$ cat src/rtl/kwan_decode_pkg.sv
// Shared encodings and the decoded-instruction payload for the kwanCPU decode stage.
// The immediate is carried at the widest XLEN; narrower stages use its low bits.
package kwan_decode_pkg;

  localparam int unsigned IMM_MAX_W = 64;

  localparam logic [6:0] OPC_LUI    = 7'b0110111;
  localparam logic [6:0] OPC_AUIPC  = 7'b0010111;
  localparam logic [6:0] OPC_JAL    = 7'b1101111;
  localparam logic [6:0] OPC_JALR   = 7'b1100111;
  localparam logic [6:0] OPC_BRANCH = 7'b1100011;
  localparam logic [6:0] OPC_LOAD   = 7'b0000011;
  localparam logic [6:0] OPC_STORE  = 7'b0100011;
  localparam logic [6:0] OPC_OP_IMM = 7'b0010011;
  localparam logic [6:0] OPC_OP     = 7'b0110011;

  localparam logic [2:0] FMT_R = 3'd0;
  localparam logic [2:0] FMT_I = 3'd1;
  localparam logic [2:0] FMT_S = 3'd2;
  localparam logic [2:0] FMT_U = 3'd3;

  localparam logic [1:0] A_SRC_RS1  = 2'd0;
  localparam logic [1:0] A_SRC_PC   = 2'd1;
  localparam logic [1:0] A_SRC_ZERO = 2'd2;

  localparam logic [1:0] B_SRC_RS2  = 2'd0;
  localparam logic [1:0] B_SRC_IMM  = 2'd1;
  localparam logic [1:0] B_SRC_FOUR = 2'd2;

  localparam logic [1:0] ALS_ARITH = 2'd0;
  localparam logic [1:0] ALS_LOGIC = 2'd1;
  localparam logic [1:0] ALS_SHIFT = 2'd2;
  localparam logic [1:0] ALS_CMP   = 2'd3;

  localparam logic [1:0] S_ADD  = 2'd0;
  localparam logic [1:0] S_SUB  = 2'd1;
  localparam logic [1:0] S_AND  = 2'd0;
  localparam logic [1:0] S_OR   = 2'd1;
  localparam logic [1:0] S_XOR  = 2'd2;
  localparam logic [1:0] S_SLL  = 2'd0;
  localparam logic [1:0] S_SRL  = 2'd1;
  localparam logic [1:0] S_SRA  = 2'd2;
  localparam logic [1:0] S_SLT  = 2'd0;
  localparam logic [1:0] S_SLTU = 2'd1;

  localparam logic [2:0] O_ALU    = 3'd0;
  localparam logic [2:0] O_LOAD   = 3'd1;
  localparam logic [2:0] O_STORE  = 3'd2;
  localparam logic [2:0] O_BRANCH = 3'd3;
  localparam logic [2:0] O_LINK   = 3'd4;
  localparam logic [2:0] O_NONE   = 3'd5;

  typedef struct packed {
    logic [6:0]           opcode;
    logic [2:0]           funct3;
    logic [6:0]           funct7;
    logic [4:0]           rd;
    logic [4:0]           rs1;
    logic [4:0]           rs2;
    logic [IMM_MAX_W-1:0] imm;
    logic [2:0]           format;
    logic                 subformat;
    logic [1:0]           a;
    logic [1:0]           b;
    logic [1:0]           als;
    logic [1:0]           s;
    logic [2:0]           o;
    logic                 j;
    logic                 exc;
  } decoded_t;

  // Idle entry: everything cleared, result routing parked on "none".
  function automatic decoded_t decoded_rst();
    decoded_t d;
    d   = '0;
    d.o = O_NONE;
    return d;
  endfunction

  // {ALS, S} for the OP/OP-IMM funct3 space; alt selects sub/sra.
  function automatic logic [3:0] alu_sel(input logic [2:0] f3, input logic alt);
    logic [3:0] r;
    r = {ALS_ARITH, S_ADD};
    case (f3)
      3'd0:    r = alt ? {ALS_ARITH, S_SUB} : {ALS_ARITH, S_ADD};
      3'd1:    r = {ALS_SHIFT, S_SLL};
      3'd2:    r = {ALS_CMP, S_SLT};
      3'd3:    r = {ALS_CMP, S_SLTU};
      3'd4:    r = {ALS_LOGIC, S_XOR};
      3'd5:    r = alt ? {ALS_SHIFT, S_SRA} : {ALS_SHIFT, S_SRL};
      3'd6:    r = {ALS_LOGIC, S_OR};
      default: r = {ALS_LOGIC, S_AND};
    endcase
    return r;
  endfunction

endpackage

$ cat src/rtl/decode_core.sv
// Purely combinational RV32I decoder: raw instruction to decoded_t.
// Illegal encodings keep only the raw opcode/funct fields and flag EXC.
module decode_core
  import kwan_decode_pkg::*;
#(
  parameter int unsigned XLEN = 32
) (
  input  logic [31:0] inst,
  output decoded_t    dec
);

  logic [2:0]      f3;
  logic [6:0]      f7;
  logic [XLEN-1:0] imm_i;
  logic [XLEN-1:0] imm_s;
  logic [XLEN-1:0] imm_b;
  logic [XLEN-1:0] imm_u;
  logic [XLEN-1:0] imm_j;
  logic [XLEN-1:0] imm_sel;
  logic            legal;
  logic            use_rd;
  logic            use_rs1;
  logic            use_rs2;
  logic [2:0]      fmt;
  logic            sub;
  logic [1:0]      a_src;
  logic [1:0]      b_src;
  logic [1:0]      als;
  logic [1:0]      s_op;
  logic [2:0]      o_sel;
  logic            jmp;

  assign f3    = inst[14:12];
  assign f7    = inst[31:25];
  assign imm_i = XLEN'($signed(inst[31:20]));
  assign imm_s = XLEN'($signed({inst[31:25], inst[11:7]}));
  assign imm_b = XLEN'($signed({inst[31], inst[7], inst[30:25], inst[11:8], 1'b0}));
  assign imm_u = XLEN'($signed({inst[31:12], 12'b0}));
  assign imm_j = XLEN'($signed({inst[31], inst[19:12], inst[20], inst[30:21], 1'b0}));

  // Per-opcode control and legality.
  always_comb begin
    legal   = 1'b0;
    use_rd  = 1'b0;
    use_rs1 = 1'b0;
    use_rs2 = 1'b0;
    fmt     = FMT_R;
    sub     = 1'b0;
    a_src   = A_SRC_RS1;
    b_src   = B_SRC_RS2;
    als     = ALS_ARITH;
    s_op    = S_ADD;
    o_sel   = O_NONE;
    jmp     = 1'b0;
    imm_sel = '0;
    if (inst[1:0] == 2'b11) begin
      case (inst[6:0])
        OPC_LUI: begin
          legal = 1'b1; use_rd = 1'b1; fmt = FMT_U; imm_sel = imm_u;
          a_src = A_SRC_ZERO; b_src = B_SRC_IMM; o_sel = O_ALU;
        end
        OPC_AUIPC: begin
          legal = 1'b1; use_rd = 1'b1; fmt = FMT_U; imm_sel = imm_u;
          a_src = A_SRC_PC; b_src = B_SRC_IMM; o_sel = O_ALU;
        end
        OPC_JAL: begin
          legal = 1'b1; use_rd = 1'b1; fmt = FMT_U; sub = 1'b1; imm_sel = imm_j;
          a_src = A_SRC_PC; b_src = B_SRC_IMM; o_sel = O_LINK; jmp = 1'b1;
        end
        OPC_JALR: begin
          legal = 1'b1; use_rd = 1'b1; use_rs1 = 1'b1; fmt = FMT_I; imm_sel = imm_i;
          a_src = A_SRC_RS1; b_src = B_SRC_IMM; o_sel = O_LINK; jmp = 1'b1;
        end
        OPC_BRANCH: begin
          legal = (f3[2:1] != 2'b01);
          use_rs1 = 1'b1; use_rs2 = 1'b1; fmt = FMT_S; sub = 1'b1; imm_sel = imm_b;
          o_sel = O_BRANCH;
          // beq/bne compare by subtraction, the rest by slt/sltu.
          {als, s_op} = f3[2] ? (f3[1] ? {ALS_CMP, S_SLTU} : {ALS_CMP, S_SLT})
                              : {ALS_ARITH, S_SUB};
        end
        OPC_LOAD: begin
          legal = !((f3 == 3'd3) || (f3[2:1] == 2'b11));
          use_rd = 1'b1; use_rs1 = 1'b1; fmt = FMT_I; imm_sel = imm_i;
          b_src = B_SRC_IMM; o_sel = O_LOAD;
        end
        OPC_STORE: begin
          legal = !f3[2] && (f3[1:0] != 2'b11);
          use_rs1 = 1'b1; use_rs2 = 1'b1; fmt = FMT_S; imm_sel = imm_s;
          b_src = B_SRC_IMM; o_sel = O_STORE;
        end
        OPC_OP_IMM: begin
          if (f3 == 3'd1)      legal = (f7 == 7'h00);
          else if (f3 == 3'd5) legal = (f7 == 7'h00) || (f7 == 7'h20);
          else                 legal = 1'b1;
          use_rd = 1'b1; use_rs1 = 1'b1; fmt = FMT_I; imm_sel = imm_i;
          b_src = B_SRC_IMM; o_sel = O_ALU;
          {als, s_op} = alu_sel(f3, (f3 == 3'd5) && inst[30]);
        end
        OPC_OP: begin
          legal = (f7 == 7'h00) || ((f7 == 7'h20) && ((f3 == 3'd0) || (f3 == 3'd5)));
          use_rd = 1'b1; use_rs1 = 1'b1; use_rs2 = 1'b1; fmt = FMT_R;
          o_sel = O_ALU;
          {als, s_op} = alu_sel(f3, inst[30]);
        end
        default: legal = 1'b0;
      endcase
    end
  end

  // Assemble the payload; unused register fields read as x0.
  always_comb begin
    dec        = '0;
    dec.opcode = inst[6:0];
    dec.funct3 = f3;
    dec.funct7 = f7;
    dec.o      = O_NONE;
    dec.exc    = 1'b1;
    if (legal) begin
      dec.rd        = use_rd  ? inst[11:7]  : 5'd0;
      dec.rs1       = use_rs1 ? inst[19:15] : 5'd0;
      dec.rs2       = use_rs2 ? inst[24:20] : 5'd0;
      dec.imm       = IMM_MAX_W'($signed(imm_sel));
      dec.format    = fmt;
      dec.subformat = sub;
      dec.a         = a_src;
      dec.b         = b_src;
      dec.als       = als;
      dec.s         = s_op;
      dec.o         = o_sel;
      dec.j         = jmp;
      dec.exc       = 1'b0;
    end
  end

endmodule

$ cat src/rtl/decode_stage.sv
// kwanCPU decode stage: decoder feeding a DEPTH-entry FIFO with valid/ready on both
// sides and a branch-redirect flush. Outputs present the registered head entry.
module decode_stage
  import kwan_decode_pkg::*;
#(
  parameter int unsigned XLEN  = 32,
  parameter int unsigned DEPTH = 2
) (
  input  logic            clk,
  input  logic            rst,
  input  logic            flush,
  input  logic            in_valid,
  output logic            in_ready,
  input  logic [31:0]     inst,
  input  logic [XLEN-1:0] in_pc,
  output logic            out_valid,
  input  logic            out_ready,
  output logic [XLEN-1:0] out_pc,
  output logic [6:0]      opcode,
  output logic [2:0]      funct3,
  output logic [6:0]      funct7,
  output logic [4:0]      rd,
  output logic [4:0]      rs1,
  output logic [4:0]      rs2,
  output logic [XLEN-1:0] imm,
  output logic [2:0]      format,
  output logic            subformat,
  output logic [1:0]      A,
  output logic [1:0]      B,
  output logic [1:0]      ALS,
  output logic [1:0]      S,
  output logic [2:0]      O,
  output logic            J,
  output logic            EXC
);

  localparam int unsigned CNT_W = $clog2(DEPTH + 1);
  localparam int unsigned PTR_W = (DEPTH > 1) ? $clog2(DEPTH) : 1;

  decoded_t        dec;
  decoded_t        head;
  decoded_t        ent_mem [DEPTH];
  logic [XLEN-1:0] pc_mem  [DEPTH];
  logic [PTR_W-1:0] wr_ptr, wr_ptr_n;
  logic [PTR_W-1:0] rd_ptr, rd_ptr_n;
  logic [CNT_W-1:0] count, count_n;
  logic             push;
  logic             pop;

  decode_core #(.XLEN(XLEN)) u_core (
    .inst (inst),
    .dec  (dec)
  );

  function automatic logic [PTR_W-1:0] ptr_inc(input logic [PTR_W-1:0] p);
    return (p == PTR_W'(DEPTH - 1)) ? '0 : p + PTR_W'(1);
  endfunction

  assign push = in_valid && in_ready && !flush;
  assign pop  = out_valid && out_ready;

  // Next occupancy; flush empties the FIFO after honouring any same-cycle pop.
  always_comb begin
    wr_ptr_n = wr_ptr;
    rd_ptr_n = rd_ptr;
    count_n  = count;
    if (flush) begin
      wr_ptr_n = '0;
      rd_ptr_n = '0;
      count_n  = '0;
    end else begin
      if (push) wr_ptr_n = ptr_inc(wr_ptr);
      if (pop)  rd_ptr_n = ptr_inc(rd_ptr);
      case ({push, pop})
        2'b10:   count_n = count + CNT_W'(1);
        2'b01:   count_n = count - CNT_W'(1);
        default: count_n = count;
      endcase
    end
  end

  // Handshake flags are registered from the next count, so full blocks even on a pop.
  always_ff @(posedge clk or posedge rst) begin
    if (rst) begin
      wr_ptr    <= '0;
      rd_ptr    <= '0;
      count     <= '0;
      in_ready  <= 1'b1;
      out_valid <= 1'b0;
    end else begin
      wr_ptr    <= wr_ptr_n;
      rd_ptr    <= rd_ptr_n;
      count     <= count_n;
      in_ready  <= (count_n != CNT_W'(DEPTH));
      out_valid <= (count_n != '0);
    end
  end

  always_ff @(posedge clk or posedge rst) begin
    if (rst) begin
      for (int i = 0; i < DEPTH; i++) begin
        ent_mem[i] <= decoded_rst();
        pc_mem[i]  <= '0;
      end
    end else if (push) begin
      ent_mem[wr_ptr] <= dec;
      pc_mem[wr_ptr]  <= in_pc;
    end
  end

  assign head      = ent_mem[rd_ptr];
  assign out_pc    = pc_mem[rd_ptr];
  assign opcode    = head.opcode;
  assign funct3    = head.funct3;
  assign funct7    = head.funct7;
  assign rd        = head.rd;
  assign rs1       = head.rs1;
  assign rs2       = head.rs2;
  assign imm       = head.imm[XLEN-1:0];
  assign format    = head.format;
  assign subformat = head.subformat;
  assign A         = head.a;
  assign B         = head.b;
  assign ALS       = head.als;
  assign S         = head.s;
  assign O         = head.o;
  assign J         = head.j;
  assign EXC       = head.exc;

  // Sign-extension copies above XLEN are redundant for narrow builds.
  if (XLEN < IMM_MAX_W) begin : g_imm_hi
    logic unused_imm_hi;
    assign unused_imm_hi = ^head.imm[IMM_MAX_W-1:XLEN];
  end

endmodule

$ cat config.mk
export PLATFORM = sky130hd
export DESIGN_NAME = decode_stage
export DESIGN_NICKNAME = d
export VERILOG_FILES = /design/src/rtl/kwan_decode_pkg.sv /design/src/rtl/decode_core.sv /design/src/rtl/decode_stage.sv
export SDC_FILE = /design/constraint.sdc
export NUM_CORES = 1
export LEC_CHECK = 0
export CORE_MARGIN = 10
export CORE_UTILIZATION = 48
export DETAILED_ROUTE_END_ITERATION = 8
export PLACE_DENSITY = 0.84
export SLEW_MARGIN = 20
export SYNTH_ARGS = -nofsm -noshare
export SYNTH_HDL_FRONTEND = slang
export SYNTH_SLANG_ARGS = --single-unit
$ cat constraint.sdc
create_clock -name clk -period 7.4 [get_ports clk]
set_clock_uncertainty 0.1 [all_clocks]
set_input_delay 1.48 -clock clk [delete_from_list [all_inputs] [get_ports clk]]
set_output_delay 1.48 -clock clk [all_outputs]
set_load 0.1 [all_outputs]
==> results of run 1 <==
area by class of cell:
| type | count | share of cell area [%] |
|---|---|---|
| Multi-Input combinational cell | 809 | 34.66 |
| Inverter | 9 | 0.2800 |
| Timing Repair Buffer | 190 | 14.14 |
| Clock inverter | 6 | 0.4574 |
| Clock buffer | 39 | 5.209 |
| Tap cell | 280 | 2.614 |
| Sequential cell | 228 | 42.64 |
cells in the final DEF (no fill, tap or decap), types with 3 or more instances in the layout:
master,instances
mux2_2,113
nand2_1,417
and2_1,5
nor2b_1,3
inv_1,7
dfrtp_1,222
nor2_1,8
o21ai_0,68
a22oi_1,4
o31ai_1,65
clkbuf_1,12
clkdlybuf4s50_1,181
nand2b_1,5
o31ai_2,4
o22a_1,4
or2_2,3
dfstp_2,5
a21oi_1,26
xnor2_1,4
nand3_1,35
buf_4,7
clkbuf_16,25
clkinv_2,3
per-stage QoR:
stage               hold slack [ps]  cell area [um2]
finish                        366.1            13400
global route                  388.2            13400
CTS                           373.0            13400
detailed placement            358.1            12640
global placement              351.9            12640
floorplan                     340.1            10720
tightest hold or removal path: stages (launching register included):
cell and delay (ps):
dfrtp_1 340, nand2_1 50, nand2_1 50
sequential cells by signal (all words and copies together), names as in the netlist:
name and count:
ent_mem 158, pc_mem 64, count 2, in_ready 1, out_valid 1, rd_ptr 1, wr_ptr 1
path summary, 6_finish.rpt:
check / startpoint / to / slack [ps] / depth (start not counted)
min reg2reg: pc_mem[50]$_DFFE_PP0P_ / pc_mem[50]$_DFFE_PP0P_ / 370 / 2
max reg2reg: in_ready$_DFF_PP1_ / ent_mem[113]$_DFFE_PP0P_ / 4550 / 6
min in group asynchronous: rst / ent_mem[3]$_DFFE_PP0P_ / 1400 / 3
min: pc_mem[50]$_DFFE_PP0P_ / pc_mem[50]$_DFFE_PP0P_ / 370 / 2
max in group asynchronous: rst / ent_mem[22]$_DFFE_PP0P_ / 4450 / 4
max: rd_ptr$_DFFE_PP0P_ / ALS[0] / 2310 / 3
kinds of logic after synthesis:
| logic type | share of synthesized area, % |
|---|---|
| muxes | 11.97 |
| DFF | 53.30 |
| AOI/OAI and AO/OA | 11.92 |
| xor gates and xnor gates | 0.4086 |
| buffers and inverters | 3.631 |
| other | 0.03499 |
| adders and majority gates | 0.1167 |
| and+or+nand+nor | 18.62 |
power by group:
| part | internal [mW] | switching [mW] | leakage (nW) |
|---|---|---|---|
| Clock | 0.681 | 0.489 | 0.367 |
| Sequential | 1.50 | 0.149 | 3.00 |
| Combinational | 0.495 | 1.41 | 2.61 |
routing by layer:
| metal | up-vias | global-route usage (%) | share of wire (%) |
|---|---|---|---|
| met5 | - | 0 | 0 |
| met4 | 0 | 4.803 | 2.1 |
| met3 | 49 | 6.369 | 9.3 |
| met2 | 322 | 32.01 | 47 |
| met1 | 4271 | 26.12 | 41 |
| li1 | 4088 | - | - |
==> results.sh, run 1 <==
export IMPL_synth_cell_types=56
export IMPL_final_seq_area_mm2=0.005715
export IMPL_slew_viol_final=0
export IMPL_end_kind="output port"
export IMPL_synth_common_cells="nand2_1 (418), dfrtp_1 (223), mux2_2 (113)"
export IMPL_start_util_pct=48.95
export IMPL_rsz0062_at_grt="no"
export IMPL_stdcell_count=1561
export IMPL_numCtsBuffers=25
export IMPL_cts_setup_buffers=0
export IMPL_p_per_area_mw_per_mm2=352.2
export IMPL_hp_class="flop to flop"
export IMPL_antenna_cells=0
export IMPL_worstSkewPairLatency_ps=520
export IMPL_hold_buffers=0
export IMPL_period_share_pct=68.74
export IMPL_ys_ff_latch=228
export IMPL_place_ws_ps=2672
export IMPL_first_global_vias=8721
export IMPL_cp_required_ps=5820
export IMPL_setup_viol=0
export IMPL_drive_above_1_share_pct=13.90
export IMPL_cts_tree="yes"
export IMPL_dieArea_mm2=0.02870
export IMPL_clockBufferDepth=3
export IMPL_cp_cell_sequence="buf_4, mux2_2, clkdlybuf4s50_1"
export IMPL_core_mm2=0.02189
export IMPL_synth_top_area_share_pct=52.07
export IMPL_cts_sinks=228
export IMPL_synth_top_area_cell="dfrtp_1"
export IMPL_drtIter0Drc=954
export IMPL_die_w_um=169.4
export IMPL_grt_antenna_before_repair=0
export IMPL_vias=8730
export IMPL_grt_ovfl_total=0
export IMPL_cp_top_family="buffers and inverters"
export IMPL_finalPower_mw=4.721
export IMPL_fp_dieH_um=169.4
export IMPL_multi_input_area_mm2=0.004646
export IMPL_ys_warn_count=0
export IMPL_start_kind="flop"
export IMPL_routabilityCongestion=0.8757
export IMPL_drc=0
export IMPL_syn_area_mm2=0.01072
export IMPL_path_clk_slew_ps=60
export IMPL_slowest_stage="clkdlybuf4s50_1"
export IMPL_wl_per_cell_um=19.22
export IMPL_cts_root_buf="clkbuf_16"
export IMPL_postSynthCellCount=1132
export IMPL_max_freq_mhz=196.6
export IMPL_finalNetCount=1333
export IMPL_yosysSeqAreaShare_pct=53.30
export IMPL_avgSynthCellArea_um2=9.467
export IMPL_ys_flop_type="dfrtp_1"
export IMPL_flow_area_growth_from_synthesis_pct=25.08
export IMPL_ant_nets=0
export IMPL_dpl_cell_count=1516
export IMPL_fin_util_pct=61.23
export IMPL_synthTopCellsByArea="dfrtp_1 (52%), nand2_1 (15%), mux2_2 (12%)"
export IMPL_critical_path_buf_inv_count=2
export IMPL_n_fill_cell=1833
export IMPL_worst_slack_ps=2313
export IMPL_grt_pass1_wl_um=47530
export IMPL_async_reset_ff_share_pct=100.0
export IMPL_min_period_ps=5087
export IMPL_cts_htree_levels=1
export IMPL_port_buffers=181
export IMPL_tightest_slew_ps=1088
export IMPL_cap_viol_max_count=0
export IMPL_wl_um=30000
export IMPL_cts_resized_gates=0
export IMPL_via_per_inst=5.593
export IMPL_cellLeakagePower_nw=5.982
export IMPL_io_pins=184
export IMPL_setup_tns_ps=0
export IMPL_synth_edf_count=0
export IMPL_crit_fanout=44
export IMPL_peakVddDrop_uv=330.9
export IMPL_dp_hpwl_um=19640
export IMPL_arrival_ps=3510
export IMPL_grt_max_degree=170
export IMPL_hold_violations=0
export IMPL_first_pass_iters=5
export IMPL_yosysMostFrequentCell="nand2_1"
export IMPL_status="complete, no violations"
export IMPL_max_slew_margin_pct=27.26
export IMPL_critical_path_class="flop to output port"
export IMPL_placementRows=54
export IMPL_critPathMaxStageDelay_ps=1210
export IMPL_grtUsageTotal_pct=20.08
Note: power is estimated with default switching activity, not from simulation.
==> run 2, diff against run 1 <==
--- a/config.mk
+++ b/config.mk
@@ -6,9 +6,9 @@
 export NUM_CORES = 1
 export LEC_CHECK = 0
 export CORE_MARGIN = 10
-export CORE_UTILIZATION = 48
+export CORE_UTILIZATION = 53
 export DETAILED_ROUTE_END_ITERATION = 8
-export PLACE_DENSITY = 0.84
+export PLACE_DENSITY = 0.88
 export SLEW_MARGIN = 20
 export SYNTH_ARGS = -nofsm -noshare
 export SYNTH_HDL_FRONTEND = slang
==> constraint.sdc (replaced) <==
create_clock -name clk -period 5.1 [get_ports clk]
set_clock_uncertainty 0.1 [all_clocks]
set_input_delay 1.02 -clock clk [delete_from_list [all_inputs] [get_ports clk]]
set_output_delay 1.02 -clock clk [all_outputs]
set_load 0.1 [all_outputs]
==> run 2 against run 1 <==
First-iteration DRC count shrank 7.1%. Design area grew 0.56%. Utilization grew 7.4 points. Sequential power grew 44%. Highest routed layer unchanged.
==> results.sh, run 2 (synthesized netlist as in run 1, its figures left out) <==
export IMPL_wl_um=29940
export IMPL_place_area_mm2=0.01269
export IMPL_regMostFlops="ent_mem"
export IMPL_combPwrFrac_pct=40.7
export IMPL_tightest_slew_ps=1096
export IMPL_placementRows=51
export IMPL_grt_antenna_before_repair=3
export IMPL_slew_viol_final=0
export IMPL_cap_viol_max_count=0
export IMPL_peakVddDrop_uv=596.2
export IMPL_fp_dieH_um=162.2
export IMPL_drive_above_1_share_pct=14.72
export IMPL_port_buffers=181
export IMPL_clockBufferDepth=3
export IMPL_grt_pass1_wl_um=47860
export IMPL_routabilityCongestion=0.8906
export IMPL_core_mm2=0.01965
export IMPL_first_global_vias=9010
export IMPL_cts_tree="yes"
export IMPL_via_per_inst=5.701
export IMPL_first_pass_iters=5
export IMPL_path_clk_slew_ps=60
export IMPL_dieArea_mm2=0.02631
export IMPL_status="complete, no violations"
export IMPL_internal_power_mw=3.912
export IMPL_grt_ovfl_total=0
export IMPL_grtUsageTotal_pct=22.23
export IMPL_cts_resized_gates=0
export IMPL_p_sw_share_pct=43.12
export IMPL_start_util_pct=54.53
export IMPL_flow_area_growth_from_synthesis_pct=25.78
export IMPL_cts_root_buf="clkbuf_16"
export IMPL_die_w_um=162.2
export IMPL_cp_required_ps=3980
export IMPL_rsz0062_at_grt="no"
export IMPL_biggestRegsByFlops="ent_mem: 158 flops, pc_mem: 64 flops, count: 2 flops"
export IMPL_numCtsBuffers=24
export IMPL_start_kind="flop"
export IMPL_grt_max_degree=123
export IMPL_cellLeakagePower_nw=6.037
export IMPL_worstSkewPairLatency_ps=500
export IMPL_layout_cells_most_common="nand2_1"
export IMPL_end_kind="output port"
export IMPL_critical_path_buf_inv_count=2
export IMPL_p_clk_share_pct=24.8
export IMPL_finalPower_mw=6.878
export IMPL_fin_util_pct=68.58
export IMPL_wl_per_cell_um=19.29
export IMPL_hold_buffers=0
export IMPL_slowest_stage="clkdlybuf4s50_1"
export IMPL_cts_htree_levels=1
export IMPL_max_freq_mhz=241.5
export IMPL_cts_sinks=228
export IMPL_dp_hpwl_um=19890
export IMPL_period_share_pct=81.20
export IMPL_critical_path_class="flop to output port"
export IMPL_cts_setup_buffers=0
export IMPL_hold_violations=0
export IMPL_critPathMaxStageDelay_ps=1190
export IMPL_cp_cell_sequence="buf_4, mux2_2, clkdlybuf4s50_1"
export IMPL_min_period_ps=4141
export IMPL_final_area_mm2=0.01348
export IMPL_drc=0
export IMPL_p_seq_share_pct=34.5
export IMPL_cp_top_family="buffers and inverters"
export IMPL_crit_fanout=28
export IMPL_drtIter0Drc=886
export IMPL_max_slew_margin_pct=26.94
export IMPL_switchingPower_mw=2.966
export IMPL_layout_common_cells="nand2_1 (417), dfrtp_1 (222), clkdlybuf4s50_1 (177), mux2_2 (113), o21ai_0 (68)"
export IMPL_setup_tns_ps=0
export IMPL_p_per_area_mw_per_mm2=510.3
export IMPL_vias=8848
export IMPL_finalNetCount=1337
export IMPL_largest_reg_flops=158
export IMPL_io_pins=184
export IMPL_holdWs_ps=368.0
export IMPL_setup_viol=0
export IMPL_hp_class="flop to flop"
export IMPL_arrival_ps=3020
export IMPL_ant_nets=0
-- run 2: changes by cell type in the layout (fill, tap and decap cells not counted), sizes merged --
cell | previous run | this run
buf | 9 | 18
clkbuf | 39 | 36
clkdlybuf4s50 | 181 | 177
diode | 0 | 3
inv | 7 | 8
-- run 2: power by group through the flow --
| stage | logic [mW] | clock network, mW | registers, mW |
|---|---|---|---|
| 6_report | 2.80 | 1.70 | 2.37 |
| 5_1_grt | 2.94 | 1.81 | 2.42 |
| 4_1_cts | 2.82 | 1.72 | 2.37 |
| 3_5_place_dp | 2.80 | 0 | 2.40 |
| 3_3_place_gp | 2.76 | 0 | 2.37 |
| 2_1_floorplan | 2.17 | 0 | 2.36 |
-- run 2: worst register-to-register path: stages, from the launching register on --
cell,delay [ps]
dfstp_2,520
nand2_1,90
nor2_1,260
nand2_4,600
buf_4,510
o31ai_1,280
-- run 2: cell type report --
class | count | area, um2
diodes | 3 | 7.507
clock buffers | 36 | 706.9
clock inverters | 7 | 68.82
fillers | 1496 | 6175
inverters | 9 | 37.54
multi-input cells | 809 | 4642
flip-flops and latches | 228 | 5715
well taps | 265 | 331.6
repair buffers | 195 | 1969
-- run 2: worst paths after layout --
| check | from | end | slack, ps | cells after the start |
|---|---|---|---|---|
| max | rd_ptr$_DFFE_PP0P_ | funct3[1] | 960 | 3 |
| min | pc_mem[58]$_DFFE_PP0P_ | pc_mem[58]$_DFFE_PP0P_ | 370 | 2 |
| max reg2reg | in_ready$_DFF_PP1_ | ent_mem[9]$_DFFE_PP0P_ | 2640 | 5 |
| min reg2reg | pc_mem[58]$_DFFE_PP0P_ | pc_mem[58]$_DFFE_PP0P_ | 370 | 2 |
| max in group asynchronous | rst | ent_mem[160]$_DFFE_PP0P_ | 3390 | 3 |
| min in group asynchronous | rst | pc_mem[33]$_DFFE_PP0P_ | 930 | 3 |
-- run 2: per-stage QoR --
| step | instances | setup slack [ps] |
|---|---|---|
| after floorplan | 1133 | 1004 |
| after global placement | 1506 | 1232 |
| after detailed placement | 1506 | 1161 |
| after CTS | 1549 | 928.0 |
| after global routing | 1552 | 861.2 |
| final | 1552 | 958.9 |
-- run 2: routing by layer --
metal / track usage (%) / share of wire [%]
met1: 28.31 / 41
met4: 8.933 / 3.6
met2: 36.56 / 49
met5: 0 / 0
met3: 4.272 / 7.0
